$ cat src/rtl/counter_modulo_n_cascade_pkg.sv
// Shared definitions for the cascaded modulo-N counter.
//   COUNT_UP / COUNT_DOWN : encodings of the up_down input
//   n_fits()              : elaboration-time check that a modulus fits a digit
package counter_modulo_n_cascade_pkg;

  localparam logic COUNT_UP   = 1'b1;
  localparam logic COUNT_DOWN = 1'b0;

  // True when values 0..n-1 are representable in w bits.
  function automatic bit n_fits(input int n, input int w);
    return (n >= 2) && ($clog2(n) <= w);
  endfunction

endpackage

$ cat src/rtl/counter_modulo_n_digit.sv
// One modulo-N digit of the cascade.
//   clk, reset  : clock, synchronous active-high reset
//   adv_in      : step this digit on the edge (all lower digits at terminal)
//   up_down     : 1 = up, 0 = down
//   load        : parallel load of load_digit (saturated to N-1); beats adv_in
//   load_digit  : preset value for this digit
//   digit_out   : registered digit value
//   at_term     : digit sits at N-1 (up) or 0 (down)
module counter_modulo_n_digit
  import counter_modulo_n_cascade_pkg::*;
#(
  parameter int N         = 10,
  parameter int CNT_WIDTH = 4
) (
  input  logic                 clk,
  input  logic                 reset,
  input  logic                 adv_in,
  input  logic                 up_down,
  input  logic                 load,
  input  logic [CNT_WIDTH-1:0] load_digit,
  output logic [CNT_WIDTH-1:0] digit_out,
  output logic                 at_term
);

  localparam logic [CNT_WIDTH-1:0] MAX = CNT_WIDTH'(N - 1);
  // One extra bit so N == 2**CNT_WIDTH still compares correctly.
  localparam logic [CNT_WIDTH:0]   N_X = (CNT_WIDTH + 1)'(N);

  logic [CNT_WIDTH-1:0] q;

  assign digit_out = q;
  assign at_term   = (up_down == COUNT_UP) ? (q == MAX) : (q == '0);

  always_ff @(posedge clk) begin
    if (reset)
      q <= '0;
    else if (load)
      q <= ({1'b0, load_digit} >= N_X) ? MAX : load_digit;
    else if (adv_in) begin
      if (up_down == COUNT_UP)
        q <= (q == MAX) ? '0 : q + 1'b1;
      else
        q <= (q == '0) ? MAX : q - 1'b1;
    end
  end

endmodule

$ cat src/rtl/counter_modulo_n_cascade.sv
// Cascadable modulo-N up/down counter with parallel load and wrap pulse.
//   clk, reset : clock, synchronous active-high reset
//   enable     : advance by one on the edge
//   up_down    : 1 = up, 0 = down (evaluated on every enabled edge)
//   load       : parallel load of load_value (per-digit saturate to N-1)
//   load_value : preset, digit k at [k*CNT_WIDTH +: CNT_WIDTH]
//   count_out  : current count, same packing
//   terminal   : combinational, every digit at its terminal value
//   wrap       : registered one-cycle pulse after a full rollover
module counter_modulo_n_cascade
  import counter_modulo_n_cascade_pkg::*;
#(
  parameter int N         = 10,
  parameter int CNT_WIDTH = 4,
  parameter int DIGITS    = 3
) (
  input  logic                          clk,
  input  logic                          reset,
  input  logic                          enable,
  input  logic                          up_down,
  input  logic                          load,
  input  logic [DIGITS*CNT_WIDTH-1:0]   load_value,
  output logic [DIGITS*CNT_WIDTH-1:0]   count_out,
  output logic                          terminal,
  output logic                          wrap
);

  if (!n_fits(N, CNT_WIDTH)) begin : g_bad_n
    $error("counter_modulo_n_cascade: N must satisfy 2 <= N <= 2**CNT_WIDTH");
  end
  if (DIGITS < 1) begin : g_bad_digits
    $error("counter_modulo_n_cascade: DIGITS must be >= 1");
  end

  logic [DIGITS-1:0] at_term;
  // adv[k] : digit k steps this edge; ripple AND of lower at_term flags.
  logic [DIGITS:0]   adv;

  assign adv[0] = enable;

  for (genvar k = 0; k < DIGITS; k++) begin : g_digit
    assign adv[k+1] = adv[k] & at_term[k];

    counter_modulo_n_digit #(
      .N         (N),
      .CNT_WIDTH (CNT_WIDTH)
    ) u_digit (
      .clk        (clk),
      .reset      (reset),
      .adv_in     (adv[k]),
      .up_down    (up_down),
      .load       (load),
      .load_digit (load_value[k*CNT_WIDTH +: CNT_WIDTH]),
      .digit_out  (count_out[k*CNT_WIDTH +: CNT_WIDTH]),
      .at_term    (at_term[k])
    );
  end

  // No enable term here: terminal depends only on the digits and direction.
  assign terminal = &at_term;

  always_ff @(posedge clk) begin
    if (reset || load)
      wrap <= 1'b0;
    else
      wrap <= enable & terminal;
  end

endmodule

$ cat config.mk
export PLATFORM = sky130hd
export DESIGN_NAME = counter_modulo_n_cascade
export DESIGN_NICKNAME = d
export VERILOG_FILES = /design/src/rtl/counter_modulo_n_cascade_pkg.sv /design/src/rtl/counter_modulo_n_digit.sv /design/src/rtl/counter_modulo_n_cascade.sv
export SDC_FILE = /design/constraint.sdc
export NUM_CORES = 1
export LEC_CHECK = 0
export CORE_ASPECT_RATIO = 0.75
export CORE_UTILIZATION = 30
export CTS_CLUSTER_DIAMETER = 200
export DETAILED_ROUTE_END_ITERATION = 6
export PLACE_DENSITY = 0.56
export SYNTH_ARGS = -nofsm -noshare
export SYNTH_HDL_FRONTEND = slang
export SYNTH_SLANG_ARGS = --single-unit
export TNS_END_PERCENT = 10
$ cat constraint.sdc
create_clock -name clk -period 1.5 [get_ports clk]
set_input_delay 0.3 -clock clk [delete_from_list [all_inputs] [get_ports clk]]
set_output_delay 0.3 -clock clk [all_outputs]
set_load 0.005 [all_outputs]
Word-level counts from Yosys, hierarchy flattened

Cells that the tools add are included.

Register bits after elaboration: 13
Input bits: 17

Add/sub/neg operators: 6
$lt $le $gt $ge: 3
Equal/unequal tests: 3
Multiplexer cells: 21
Bitwise operators: 3
Reductions and logical operators: 8

Operator list:

| cell                  | number |
|---|---|
| $mux W4               | 18 |
| $add A4 B1 Y4 const B | 3 |
| $eq A4 B4 Y1 const B  | 3 |
| $ge A4 B4 Y1 const B  | 3 |
| $logic_not A4 Y1      | 3 |
| $sub A4 B1 Y4 const B | 3 |
| $reduce_bool A2 Y1    | 3 |
| $and A1 B1 Y1         | 3 |
| $mux W1               | 3 |
| $reduce_and A3 Y1     | 1 |
| $logic_or A1 B1 Y1    | 1 |

Depth between registers and ports, before layout

Gate-level depths: netlist of the first run.

Depth in word-level cells: 6
Depth in mapped cells: 6

Modules after synthesis

A second synthesis of the first run with hierarchy kept.

Cell total of the unflattened synthesis: 135
Area total of the unflattened synthesis: 1143.6 um^2

Modules (own cells, without submodules):

| module                   | times used | cells an instance | area an instance (um^2) |
|---|---|---|---|
| counter_modulo_n_digit   | 3          | 43                | 361.6 |
| counter_modulo_n_cascade | 1          | 6                 | 58.8 |

Worst setup path after synthesis of the first run

OpenSTA, ideal clock, no wires.

Path type: reg2reg
Start point: register g_digit[0].u_digit.q[0]
End point: register g_digit[2].u_digit.q[0]
Setup time: 0.091 ns
Data arrival time: 1.369 ns
Data required time: 1.409 ns
Setup slack: 0.040 ns
Stages on the path, launching flop included: 6
Cell sequence: dfxtp_1 buf_4 nor3_4 o211ai_4 or3_1 a311oi_1

Cells in the longest elaborated chain, start to end: 5
Elaborated cells between the ends (all ways): 6

Ends and longest elaborated chain:

| element                                                 | line                           | RTL |
|---|---|---|
| from (decl)                                             | counter_modulo_n_digit.sv:29   | `logic [CNT_WIDTH-1:0] q;` |
| from (signal assigned)                                  | counter_modulo_n_digit.sv:38   | `q <= ({1'b0, load_digit} >= N_X) ? MAX : load_digit;` |
| from (signal assigned)                                  | counter_modulo_n_digit.sv:41   | `q <= (q == MAX) ? '0 : q + 1'b1;` |
| from (signal assigned)                                  | counter_modulo_n_digit.sv:43   | `q <= (q == '0) ? MAX : q - 1'b1;` |
| $eq A4 B4 Y1 / $logic_not A4 Y1 (equally long branches) | counter_modulo_n_digit.sv:32   | `assign at_term = (up_down == COUNT_UP) ? (q == MAX) : (q == '0);` |
| $mux W1 *                                               | counter_modulo_n_digit.sv:32   |  |
| $and A1 B1 Y1 * (2 in series)                           | counter_modulo_n_cascade.sv:42 | `assign adv[k+1] = adv[k] & at_term[k];` |
| $reduce_bool A2 Y1 (no line) *                          | --                             |  |
| to (signal assigned)                                    | counter_modulo_n_digit.sv:38   |  |
| to (signal assigned)                                    | counter_modulo_n_digit.sv:41   |  |
| to (signal assigned)                                    | counter_modulo_n_digit.sv:43   |  |
| to (decl)                                               | counter_modulo_n_digit.sv:29   |  |

Mark *: on every way between the ends. The rest lies on a longest branch, timed or not.
A chain may end at the register's enable or synchronous reset.

Final worst setup path of the first run

Start point: input port up_down
End point: output port terminal

Cells in the longest elaborated chain, start to end: 2
Elaborated cells between the ends (all ways): 4

Ends and longest elaborated chain:

| element             | line                           | RTL |
|---|---|---|
| from (decl)         | counter_modulo_n_cascade.sv:20 | `input logic up_down,` |
| $mux W1             | counter_modulo_n_digit.sv:32   |  |
| $reduce_and A3 Y1 * | counter_modulo_n_cascade.sv:60 | `assign terminal = &at_term;` |
| to (decl)           | counter_modulo_n_cascade.sv:24 | `output logic terminal,` |

Marked as above.

==> impl_metrics.yaml, run 1 <==
critical_path:
  worstPathRequired_ps: 1200
  crit_start: "up_down"
  slowest_delay_ps: 220
  crit_arrival_ps: 1240
  cp-start-kind: "primary input"
  cp_num_cells: 6
  crit_fanout: 7
  path_buf_inv: 3
  timing.rr.end: "g_digit[2].u_digit.digit_out[0]"
  r2r_start: "g_digit[0].u_digit.digit_out[3]"
  end_kind: "primary output"
  crit_chain: "buf_2, buf_6, nor3_4, o21ai_2, nor3_2, buf_2"
  rr_worst_depth: 5
  reg2reg_slack_ps: 50
  critPathSlowestCell: "nor3_4"
  crit_type: "in -> out"
  cp_top_family: "simple AND/OR/NAND/NOR gates"
  crit_end: "terminal"
  crit_top_cell: "buf_2"
timing:
  period_needed_ps: 1540
  finalClockSkew_ps: 5.86
  finalHoldViolations: 0
  setup_tns_ps: -51.9
  finalSetupViolCount: 2
  fin_crit_sh_pct: 103
  timing.slew.headroom_pct: 77.4
  setup_slack_ps: -43.3
  grt_setup_unrepaired: "yes"
  drv_slew: 0
  tightest_slew_ps: 339
  maxClockFrequency_mhz: 648
global_route:
  met2_usage_pct: 30.6
  use_met1_pct: 28.9
  gr-total-overflow: 0
  grt-busiest-layer: "met2"
  groute.layer.met3.usage_pct: 4.67
  track_usage_pct: 20.4
  grt_pass1_wl_um: 6570
  grt_max_degree: 21
  antenna_found_initial: 0
  grt_pass1_vias: 1365
power:
  power_density_mw_per_mm2: 645
  ir_drop_uv: 428
  leakagePower_nw: 0.796
hold_path:
  hold_path_class: "reg -> reg"
routing:
  vias: 1443
  post-route-drc-count: 0
  antenna_left: 0
  routed_wl_um: 4020
  first_pass_iters: 4
  routedWlPerCell_um: 15.0
  viasPerCell: 5.38
  drtIter0Drc: 107
synthesis:
  synthCells: 161
  ys_ff_latch: 13
  yosys_warnings: 0
  synth_edf_count: 0
  syn-mean-instance-area_um2: 7.38
  yosysSeqAreaShare_pct: 21.9
  netlist_area_mm2: 0.00119
  syn_nets: 178
  async_reset_ff_share_pct: 0
  synthFlopType: "dfxtp_1"
  synth_cell_types: 42
floorplan:
  start_util_pct: 31.8
  die_h_um: 56.5
  core_area_mm2: 0.00373
  ios: 31
  dieArea_mm2: 0.00422
  fp-row-count: 19
  die_w_um: 74.7
cts:
  root_buffer: "clkbuf_8"
  clk_pin_slew_worst_paths_ps: 60
  clock_path_buffers: 2
  numClockSinks: 13
  clk_latency_ps: 240
  cts-htree-levels: 1
  cts_tree: "built"
  cts_made_buffers: 3
cells_and_area:
  instances_no_fill: 268
  nNetsFinal: 234
  fin_util_pct: 51.4
  drive_gt1_share_pct: 31.9
  area_delta_synth_final_pct: 61.3
  diodes: 0
run_status:
  status: "complete, but fails checks"
  violations: "negative setup slack"
place:
  gp_congestion: 0.868
  portBuffers: 30
  dp.cells: 263
  place_hpwl_um: 2950
  post-place-ws_ps: -854
job:
  cap_violations: 0
==> layout make-up <==
cell class | count | area (um^2)
fillers | 369 | 1820
flip-flops and latches | 13 | 280
repair buffers | 67 | 608
clock buffers | 4 | 45.0
well taps | 52 | 65.1
multi-input cells | 124 | 888
inverters | 8 | 30.0
==> cells by family (layout without fill, tap and decap cells) <==
logic type / after synthesis / count (layout) / share of synthesized area, %
and+or+nand+nor: 54 / 54 / 26.8
DFF: 13 / 13 / 21.9
buffers and inverters: 24 / 79 / 8.84
AOI/OAI and AO/OA: 64 / 64 / 38.0
xor gates and xnor gates: 6 / 6 / 4.42
==> Yosys cell counts (3+ instances only) <==
master | count | area share [%]
o21ai_0 | 18 | 7.6
dfxtp_1 | 13 | 22
clkbuf_1 | 10 | 3.2
a21oi_1 | 9 | 3.8
nand2_1 | 9 | 2.8
inv_1 | 8 | 2.5
nor2_1 | 7 | 2.2
nor3_1 | 7 | 2.9
xnor2_1 | 6 | 4.4
a211oi_1 | 4 | 2.5
a221oi_1 | 4 | 2.9
a311oi_1 | 4 | 2.9
nand3_1 | 4 | 1.7
nor2b_1 | 4 | 2.1
o21bai_1 | 4 | 2.5
buf_2 | 3 | 1.3
buf_4 | 3 | 1.9
nand2b_1 | 3 | 1.6
nand3b_1 | 3 | 1.9
nand4b_1 | 3 | 2.2
o2111ai_1 | 3 | 2.2
o21a_1 | 3 | 1.9
o31ai_1 | 3 | 1.9
==> per-layer routing <==
| layer | part of all wire, % | up-vias |
|---|---|---|
| li1 | - | 715 |
| met4 | 1.6 | 0 |
| met3 | 4.2 | 10 |
| met5 | 0 | - |
| met1 | 49 | 671 |
| met2 | 45 | 47 |
==> what timing repair did <==
action	in CTS	in global routing
setup endpoints to repair	25	15
buffers inserted	1	0
pin swaps	2	7
hold buffers	0	0
resized for setup	44	14
==> placed cells by master (no fill, tap or decap), drive strengths merged, types with 2 or more instances in the layout <==
cell type / instances
nor2: 8
a221oi: 5
buf: 39
a31oi: 2
xnor2: 6
nand2: 9
and4: 2
nor3: 8
a211oi: 4
nand4b: 3
dlymetal6s2s: 5
clkbuf: 4
dfxtp: 13
o31ai: 3
o21a: 3
nor2b: 4
inv: 8
nor4: 2
o2111ai: 3
and3: 3
o21ai: 20
dlygate4sd2: 8
o21bai: 4
and2: 2
a311oi: 4
a21oi: 9
o211ai: 2
o22ai: 2
clkdlybuf4s50: 15
nand2b: 3
nand3: 4
nand3b: 3
==> flip-flops by register name, indices dropped and copies added (netlist names) <==
register                   flops
g_digit.u_digit.digit_out     12
wrap                           1
==> worst min path at each step <==
stage	start	end	depth (start not counted)
final	g_digit[2].u_digit.digit_out[0]	g_digit[2].u_digit.digit_out[0]	2
after global routing	load	g_digit[0].u_digit.digit_out[1]	3
after CTS	g_digit[2].u_digit.digit_out[0]	g_digit[2].u_digit.digit_out[0]	2
after detailed placement	g_digit[2].u_digit.digit_out[0]	g_digit[2].u_digit.digit_out[0]	2
after global placement	g_digit[2].u_digit.digit_out[0]	g_digit[2].u_digit.digit_out[0]	2
after floorplan	load_value[10]	g_digit[2].u_digit.digit_out[2]	2
==> per-stage QoR <==
step           cell area [um^2]  hold slack, ps  power [mW]
2_1_floorplan              1190             408       0.642
3_3_place_gp               1750             542       0.868
3_5_place_dp               1750             559       0.878
4_1_cts                    1860             552        1.21
5_1_grt                    1920             567        1.31
6_report                   1920             549        1.24
==> where the power goes <==
part / internal, mW / switching, mW
clock network: 0.188 / 0.132
logic: 0.267 / 0.248
registers: 0.373 / 0.0275
==> tightest hold or removal path, cell delays in order (launching register included) <==
cell and delay (ps):
dfxtp_4 360, o21ai_0 70, a311oi_1 80
(Power assumes the default switching activity.)
==> run 2, diff against run 1 <==
--- a/config.mk
+++ b/config.mk
@@ -6,10 +6,10 @@
 export NUM_CORES = 1
 export LEC_CHECK = 0
 export CORE_ASPECT_RATIO = 0.75
-export CORE_UTILIZATION = 30
+export CORE_UTILIZATION = 44
 export CTS_CLUSTER_DIAMETER = 200
 export DETAILED_ROUTE_END_ITERATION = 6
-export PLACE_DENSITY = 0.56
+export PLACE_DENSITY = 0.76
 export SYNTH_ARGS = -nofsm -noshare
 export SYNTH_HDL_FRONTEND = slang
 export SYNTH_SLANG_ARGS = --single-unit
==> constraint.sdc (replaced) <==
create_clock -name clk -period 1.5 [get_ports clk]
set_input_delay 0.15 -clock clk [delete_from_list [all_inputs] [get_ports clk]]
set_output_delay 0.15 -clock clk [all_outputs]
set_load 0.005 [all_outputs]
==> run 2 against run 1 <==
Cell count down 6.7%. Critical path depth down 2. Wire length up 2.5%. Combinational power up 3%. The run now ends clean. Setup slack better by 53 ps. First-iteration DRC count down 20%. Sequential share of layout area up 0.079 points. Non-clock buffer count unchanged. Sequential cell count unchanged. Core utilization up 27 points.
==> impl_metrics.yaml, run 2 (synthesis results as in run 1) <==
run_status:
  status: "finished clean"
power:
  leakagePower_nw: 0.767
  power_density_mw_per_mm2: 615
  ir_drop_uv: 401
critical_path:
  crit_arrival_ps: 1340
  worstPathRequired_ps: 1350
  end_kind: "primary output"
  timing.rr.end: "g_digit[2].u_digit.digit_out[3]"
  reg2reg_slack_ps: 40
  cp-start-kind: "register"
  rr_worst_depth: 5
  crit_fanout: 5
  crit_type: "reg -> out"
  r2r_start: "g_digit[2].u_digit.digit_out[0]"
timing:
  finalSetupViolCount: 0
  period_needed_ps: 1490
  finalHoldViolations: 0
  fin_crit_sh_pct: 99.4
  tightest_slew_ps: 344
  drv_slew: 0
  setup_slack_ps: 9.28
  finalClockSkew_ps: 1.76
  maxClockFrequency_mhz: 671
  grt_setup_unrepaired: "yes"
  timing.slew.headroom_pct: 76.9
  setup_tns_ps: 0
hold_path:
  hold-path-endpoint: "g_digit[2].u_digit.digit_out[1]"
  hold_depth: 3
  hp-start: "load_value[9]"
  hold_path_class: "in -> reg"
floorplan:
  dieArea_mm2: 0.00292
  ios: 31
  die_w_um: 62.0
  start_util_pct: 49.1
  die_h_um: 47.0
  core_area_mm2: 0.00242
  fp-row-count: 15
cells_and_area:
  finish.instance_area_mm2: 0.00190
  layout_common_cells: "buf_4, clkdlybuf4s50_1, o21ai_0"
  fin_util_pct: 78.4
  area_delta_synth_final_pct: 59.7
  largest_register_ffs: 12
  drive_gt1_share_pct: 31.5
  nNetsFinal: 234
  instances_no_fill: 250
  fill_cells: 169
  diodes: 0
  final_common_cell: "buf_4"
cts:
  numClockSinks: 13
  clk_latency_ps: 290
  cts_tree: "built"
  clk_pin_slew_worst_paths_ps: 90
  ctsHoldBuffers: 0
  cts_made_buffers: 3
  cts-htree-levels: 1
  clock_path_buffers: 2
  root_buffer: "clkbuf_4"
routing:
  viasPerCell: 5.94
  vias: 1485
  routedWlPerCell_um: 16.5
  routed_wl_um: 4120
  antenna_left: 0
  drtIter0Drc: 86
  first_pass_iters: 4
  post-route-drc-count: 0
global_route:
  grt_pass1_wl_um: 5900
  track_usage_pct: 28.0
  gr-total-overflow: 0
  grt_pass1_vias: 1275
  antenna_found_initial: 0
  grt_max_degree: 13
place:
  placed_area_mm2: 0.00172
  place_hpwl_um: 2820
  dp.cells: 244
  portBuffers: 30
  post-place-ws_ps: -516
  gp_congestion: 0.853
job:
  cap_violations: 0
## run 2: changes by cell type in the layout (fill, tap and decap cells not counted), sizes merged
cell           delta
buf               -1
clkdlybuf4s50     +9
dlygate4sd2       -8
## run 2: layout make-up
| cell class | count | area (um^2) | share of cell area (%) |
|---|---|---|---|
| well taps | 34 | 42.5 | 2.24 |
| multi-input cells | 124 | 890 | 46.9 |
| flip-flops and latches | 13 | 279 | 14.7 |
| repair buffers | 67 | 631 | 33.2 |
| inverters | 8 | 30.0 | 1.58 |
| clock buffers | 4 | 26.3 | 1.38 |
## run 2: per-stage QoR
step	hold slack, ps	total power [mW]
finish	471	1.17
global route	490	1.23
CTS	473	1.11
detailed placement	544	0.872
global placement	537	0.854
floorplan	258	0.642
## run 2: power breakdown
group          internal (mW)  total [mW]  switching (mW)  leakage, nW
Combinational          0.279       0.529           0.250        0.641
Clock                  0.103       0.234           0.130       0.0150
Sequential             0.374       0.403          0.0296        0.111
Total                  0.756        1.17           0.410        0.767
## run 2: how the worst max path moves through the flow
stage	end	from	slack, ps
after floorplan	g_digit[2].u_digit.digit_out[0]	g_digit[0].u_digit.digit_out[0]	40
after global placement	terminal	up_down	-480
after detailed placement	terminal	up_down	-520
after CTS	g_digit[2].u_digit.digit_out[0]	up_down	-40
after global routing	terminal	g_digit[2].u_digit.digit_out[0]	-40
final	terminal	g_digit[2].u_digit.digit_out[0]	9
## run 2: repair_timing
item	CTS	global route
pin swaps	5	3
setup buffers	2	0
gates resized for setup	15	34
endpoints found under the setup margin	12	22
## run 2: metal layers
metal  wire [um]  track usage [%]  vias to the layer above
li1            -                -                      717
met1        1900             38.1                      701
met2        1880             43.8                       63
met3         298             8.54                        4
met4          38             6.22                        0
met5           0                0                        -
## run 2: worst max-delay path: stages, from the launching register on
cell and delay [ps]:
dfxtp_4 400, and3_1 150, o21ai_1 90, nor3_2 250
buf_2 160
